==> src/rtl/mem_port_arbiter.sv <==
// ============================================================================
// mem_port_arbiter : two-requester (fetch / data) arbiter onto one RAM port
// Revision: 1.0 - initial release
// ============================================================================
`default_nettype none

module mem_port_arbiter #(
  parameter int ADDR_LIMIT = 8191,
  parameter int STARVE_MAX = 4
) (
  input  logic        clk,
  input  logic        rst_n,
  input  logic        if_req,
  input  logic [63:0] if_addr,
  output logic        if_ready,
  output logic [63:0] if_rdata,
  output logic        if_err,
  input  logic        dm_req,
  input  logic        dm_we,
  input  logic [63:0] dm_addr,
  input  logic [63:0] dm_wdata,
  output logic        dm_ready,
  output logic [63:0] dm_rdata,
  output logic        dm_err,
  output logic        mem_en,
  output logic        mem_we,
  output logic [12:0] mem_addr,
  output logic [63:0] mem_wdata,
  input  logic [63:0] mem_rdata,
  output logic [2:0]  stat
);

  localparam logic [1:0] S_IDLE   = 2'd0;
  localparam logic [1:0] S_ACCESS = 2'd1;
  localparam logic [1:0] S_RESP   = 2'd2;

  localparam int SW = (STARVE_MAX < 1) ? 1 : $clog2(STARVE_MAX + 1);
  localparam logic [SW-1:0] c_starve_max = SW'(STARVE_MAX);
  localparam logic [63:0]   c_limit      = 64'(ADDR_LIMIT);
  localparam logic [2:0]    c_stat_aok   = 3'd1;
  localparam logic [2:0]    c_stat_adr   = 3'd2;

  logic [1:0]    r_state;
  logic          r_sel_dm;
  logic [63:0]   r_addr;
  logic          r_we;
  logic [63:0]   r_wdata;
  logic [SW-1:0] r_starve;
  logic          r_err;
  logic [63:0]   r_rdata;
  logic [2:0]    r_stat;

  logic w_pick_dm;
  logic w_bad;
  logic w_access;
  logic w_resp;

  // Data wins unless fetch has already waited through STARVE_MAX data grants.
  assign w_pick_dm = dm_req && (!if_req || (r_starve < c_starve_max));
  assign w_bad     = (r_addr > c_limit);
  assign w_access  = (r_state == S_ACCESS);
  assign w_resp    = (r_state == S_RESP);

  always_ff @(posedge clk or negedge rst_n) begin
    if (!rst_n) begin
      r_state  <= S_IDLE;
      r_sel_dm <= 1'b0;
      r_addr   <= 64'd0;
      r_we     <= 1'b0;
      r_wdata  <= 64'd0;
      r_starve <= '0;
      r_err    <= 1'b0;
      r_rdata  <= 64'd0;
      r_stat   <= c_stat_aok;
    end else begin
      case (r_state)
        S_IDLE: begin
          if (if_req || dm_req) begin
            r_state  <= S_ACCESS;
            r_sel_dm <= w_pick_dm;
            r_addr   <= w_pick_dm ? dm_addr : if_addr;
            r_we     <= w_pick_dm & dm_we;
            r_wdata  <= w_pick_dm ? dm_wdata : 64'd0;
            if (w_pick_dm && if_req) begin
              if (r_starve != c_starve_max) r_starve <= r_starve + 1'b1;
            end else begin
              r_starve <= '0;
            end
          end
        end
        S_ACCESS: begin
          r_state <= S_RESP;
          r_err   <= w_bad;
          r_rdata <= (w_bad || r_we) ? 64'd0 : mem_rdata;
          if (w_bad) r_stat <= c_stat_adr;
        end
        S_RESP: begin
          r_state <= S_IDLE;
        end
        default: begin
          r_state <= S_IDLE;
        end
      endcase
    end
  end

  // All RAM strobes are derived from state so reset clears them immediately.
  assign mem_en    = w_access && !w_bad;
  assign mem_we    = mem_en && r_we;
  assign mem_addr  = mem_en ? r_addr[12:0] : 13'd0;
  assign mem_wdata = mem_en ? r_wdata : 64'd0;

  assign dm_ready  = w_resp && r_sel_dm;
  assign if_ready  = w_resp && !r_sel_dm;
  assign dm_err    = dm_ready && r_err;
  assign if_err    = if_ready && r_err;
  assign dm_rdata  = dm_ready ? r_rdata : 64'd0;
  assign if_rdata  = if_ready ? r_rdata : 64'd0;
  assign stat      = r_stat;

endmodule

`default_nettype wire

==> config.mk <==
export PLATFORM = sky130hd
export DESIGN_NAME = mem_port_arbiter
export DESIGN_NICKNAME = d
export VERILOG_FILES = /design/src/rtl/mem_port_arbiter.sv
export SDC_FILE = /design/constraint.sdc
export NUM_CORES = 1
export LEC_CHECK = 0
export ABC_AREA = 1
export BUFFER_PORTS_ARGS = -buffer_cell sky130_fd_sc_hd__buf_2
export CAP_MARGIN = 20
export CORE_AREA = 2 2 184 186
export DETAILED_ROUTE_END_ITERATION = 8
export DIE_AREA = 0 0 186 188
export PLACE_DENSITY_LB_ADDON = 0.2
export SYNTH_ARGS = -nofsm -noshare
export SYNTH_HDL_FRONTEND = slang
export SYNTH_SLANG_ARGS = --single-unit
==> constraint.sdc <==
create_clock -name clk -period 2.1 [get_ports clk]
set_clock_uncertainty 0.15 [all_clocks]
set_input_delay 0.105 -clock clk [delete_from_list [all_inputs] [get_ports clk]]
set_output_delay 0.105 -clock clk [all_outputs]
set_load 0.02 [all_outputs]
After elaboration in Yosys (flattened, before gate mapping)
Index checks and enable logic that the tools add are counted.
- input bits: 261
- output and inout bits: 214
- logic and storage cells: 47
- flip-flop bits (word level): 202
- equality and inequality tests: 5
- magnitude comparators: 2
- $add $sub $neg: 1
- mux-type cells: 11
- reductions and logical operators: 18
- bitwise gates (word level): 1
- operator list (cell ; number):
    64-bit 2-to-1 mux ; 6
    64-bit by 13-bit > comparator with 1-bit output, second input constant ; 1
    13-bit 2-to-1 mux ; 1
    1-bit logical AND ; 8
    3-bit 2-to-1 mux ; 2
    2-bit one-hot mux with 2 select lines ; 1
    2-bit AND reduction ; 2
    3-bit by 1-bit adder with 3-bit output, second input constant ; 1
    1-bit zero test ; 3
    1-bit logical OR ; 3
    3-bit < comparator, second input constant ; 1
    3-bit != test, second input constant ; 1
    3-bit AND reduction ; 1
    2-bit by 1-bit == test with 1-bit output, second input constant ; 1
    2-bit == test, second input constant ; 1
    2-bit zero test ; 1
    2-bit 2-to-1 mux ; 1
    2-bit by 1-bit != test with 1-bit output, second input constant ; 1
    2-bit != test, second input constant ; 1
    1-bit bitwise AND ; 1

Logic depth before layout (Yosys ltp)
- depth in word-level cells: 6
- mapped depth: 9
- gate-level depth less buffers: 8

Worst setup path after synthesis
No wires, ideal clock.
- kind: register to output
- start point: reg r_state[0]
- end point: out if_rdata[21]
- required time: 1.845 ns
- slack: 0.083 ns
- arrival: 1.762 ns
- cell stages (with the launch flop): 6
- path through: dfrtp_1 -> nor3_1 -> inv_1 -> clkbuf_1 -> clkbuf_1 -> nor2_1
- longest elaborated chain between the ends: 3
- RTL lines (item ; RTL line ; source):
    start: declaration ; 43 ; logic [1:0] r_state;
    start signal: assignment ; 66 ; r_state <= S_IDLE;
    start signal: assignment ; 79 ; r_state <= S_ACCESS;
    start signal: assignment ; 92 ; r_state <= S_RESP;
    2-bit == test ; 62 ; assign w_resp = (r_state == S_RESP);
    1-bit logical AND ; 114 ; assign if_ready = w_resp && !r_sel_dm;
    named net if_ready ; 15 ; output logic if_ready,
    64-bit 2-to-1 mux ; 118 ; assign if_rdata = if_ready ? r_rdata : 64'd0;
    end: declaration ; 16 ; output logic [63:0] if_rdata,
The timed path passes the listed nets, and every way through them passes these cells.

Final worst setup path
- start point: reg r_addr[42]
- end point: out mem_wdata[12]
- longest elaborated chain between the ends: 4
- RTL lines (item ; RTL line ; source):
    start: declaration ; 45 ; logic [63:0] r_addr;
    start signal: assignment ; 81 ; r_addr <= w_pick_dm ? dm_addr : if_addr;
    64-bit by 13-bit > comparator with 1-bit output ; 60 ; assign w_bad = (r_addr > c_limit);
    1-bit zero test ; 108 ; assign mem_en = w_access && !w_bad;
    1-bit logical AND ; 108 ;
    64-bit 2-to-1 mux ; 111 ; assign mem_wdata = mem_en ? r_wdata : 64'd0;
    end: declaration ; 28 ; output logic [63:0] mem_wdata,
Every way passes these cells.

==> out/qor.csv <==
stage,metric,value,unit
min_path,hp-class,primary input to flip-flop,
placed_design,dpl_cell_area,13400,um^2
grt,grtUsageMet2,0.384,
logic_synthesis,postSynthCellCount,1435,
floorplanning,rows,67,
setup_path,required,1.85,ns
grt,grt_pass1_wl,61.4,mm
floorplanning,coreArea,33100,um^2
logic_synthesis,synth_area,10400,um^2
grt,grt_use_met3,0.0416,
clocking,clk_path_buf_depth,3,
finish,final_common_cell,buf_2,
route,viasPerCell,4.65,
finish,instances_no_fill,2618,
power_and_ir_drop,p_leak,8.96,nW
setup_path,cp.arrival,2.19,ns
logic_synthesis,ys_ff_latch,202,
logic_synthesis,yosysUniqueCellTypes,23,
floorplanning,start_util,0.313,
logic_synthesis,synth_edf_count,0,
logic_synthesis,yosysWarnings,0,
clocking,numCtsBuffers,24,
route,wl_per_cell,15.6,um
sta,fmax,409,MHz
finish,area_growth,75.5,%
route,final_antenna_net_count,0,
run_status,violations,setup timing,
clocking,clkSlewWorstSetupHoldPaths,0.06,ns
finish,drive_gt1_frac,0.322,
finish,layout.nets,2411,
setup_path,start_kind,flip-flop,
sta,setup_tns,-25.33,ns
floorplanning,dieArea,35000,um^2
placed_design,post-place-cells,2297,
grt,overflow,0,
sta,period_needed,2.45,ns
logic_synthesis,synth_area_per_cell,7.22,um^2
placed_design,place.gp.congestion,0.790,
logic_synthesis,synthArstFlopShare,1.00,
route,drt_first_pass_iters,5,
floorplanning,pin_count,475,
finish,mostFrequentLayoutCells,"buf_2, dlygate4sd3_1, nor2_1, inv_1, dfrtp_1",
grt,grtUsageMet1,0.266,
route,drc_errors,0,
floorplanning,die_x,186,um
logic_synthesis,synth_nets,1698,
route,vias,12200,
route,drt-initial-drc-count,552,
sta,worst_slack,-0.348,ns
sta,worst_slew_pin_slew,0.722,ns
floorplanning,die_y,188,um
flow_run,cap_viol_max_count,0,
setup_path,critPathCaptureType,output pin,
placed_design,portBuffers,473,
sta,period_share,1.17,
grt,grt_start_max_net_pins,91,
grt,grt_usage,0.219,
clocking,h-tree-depth,1,
power_and_ir_drop,p_per_area,876,nW/um^2
placed_design,dp_hpwl,24.9,mm
clocking,tritoncts,built,
sta,setup_violations,135,
setup_path,crit_fanout,13,
sta,final_max_slew_viol_count,0,
run_status,status,finished with violations,
route,routed_wl,40.9,mm
logic_synthesis,seq_area_frac_synth,0.488,
sta,rsz0062_at_grt,yes,
finish,fin_area,18200,um^2
clocking,clkSinkCount,202,
grt,top_usage_layer,met2,
placed_design,pre_cts_ws,0.107,ns
grt,first_global_vias,12100,
sta,hold_viol_final,0,
power_and_ir_drop,ir_drop,0.000631,V
finish,final_util,0.549,
logic_synthesis,yosys_most_used_dff,dfrtp_1,
clocking,cts-root-buf,clkbuf_16,
grt,antenna_found_initial,3,
clocking,insertion_delay,0.52,ns
sta,relSlewSlack,0.519,
setup_path,crit_type,flip-flop to output pin,
[repair_timing]
| action | 4_1_cts | 5_1_grt |
|---|---|---|
| gates resized for setup | 175 | 175 |
| hold buffers | 263 | 0 |
| cloned | 2 | 1 |
| endpoints found under the hold margin | 399 | 0 |
| pin swaps | 6 | 13 |
| buffers inserted | 4 | 3 |
| endpoints found under the setup margin | 210 | 215 |
[registers in the layout, indices dropped and copies added, names as in the netlist]
register,flops
r_addr,64
r_state,2
r_err,1
r_sel_dm,1
r_we,1
r_wdata,64
stat,2
r_starve,3
r_rdata,64
[report_power, final]
group | switching (mW) | leakage (nW) | internal, mW | total, mW
logic | 3.65 | 5.92 | 2.14 | 5.79
clock network | 1.69 | 0.416 | 2.76 | 4.45
registers | 0.580 | 2.62 | 5.11 | 5.68
total | 5.92 | 8.96 | 10.0 | 15.9
[layout make-up]
type	instances	area, um^2
Timing Repair Buffer	794	6410
Clock buffer	36	727
Antenna cell	4	10.0
Fill cell	2849	14900
Clock inverter	8	121
Multi-Input combinational cell	896	4420
Inverter	230	867
Tap cell	448	561
Sequential cell	202	5060
[final timing paths]
path	to	depth (start not counted)	slack [ns]	startpoint
setup / recovery	mem_wdata[12]	10	-0.35	r_addr[42]
hold / removal	r_wdata[35]	4	0.21	dm_wdata[35]
setup reg to reg	r_addr[17]	6	0.02	r_starve[2]
hold reg to reg	stat[0]	2	0.29	stat[0]
max in group asynchronous	r_addr[15]	4	0.71	rst_n
min in group asynchronous	r_rdata[36]	3	0.53	rst_n
[worst max-delay path, cell delays in order, from the launching register on]
cell and delay, ns:
dfrtp_1 0.39, nor2_2 0.12, nand2_1 0.07, nor2_1 0.11, nand2_1 0.12, nor2_4 0.15
nand3_4 0.09, buf_12 0.16, buf_16 0.18, nor2_2 0.12, buf_4 0.16
[stage by stage]
step | hold WS, ns | total power [mW]
after floorplan | -0.341 | 8.69
after global placement | -0.0224 | 10.6
after detailed placement | -0.0254 | 10.7
after global routing | 0.205 | 17.0
final | 0.206 | 15.9
after CTS | 0.183 | 15.8
[metal layers]
layer  part of all wire  up-vias
met5                  0        -
met4              0.035        0
met3              0.068      104
met2               0.49      511
met1               0.41     5697
li1                   -     5867
[kinds of logic after synthesis]
kind of cell	synth area share
AO/OA/AOI/OAI	0.0992
adder cells (fa/ha/maj)	0.00242
AND/OR/NAND/NOR	0.280
flip-flops	0.488
other	0.000362
buffers and inverters	0.130
[cell usage after synthesis, types with 2 or more instances]
master / number / area (um^2)
o21ai_1: 5 / 25.0
inv_1: 227 / 852
o22ai_1: 22 / 138
nor2_1: 353 / 1330
buf_4: 8 / 60.1
nor2_2: 12 / 75.1
o21ai_0: 170 / 851
clkbuf_1: 58 / 218
buf_1: 5 / 18.8
buf_2: 35 / 175
nand4_1: 65 / 407
ha_1: 2 / 25.0
nand2_1: 190 / 713
inv_2: 3 / 11.3
nand3_1: 70 / 350
nor3_1: 3 / 15.0
dfrtp_1: 201 / 5030
Note: power is estimated with default switching activity, not from simulation.
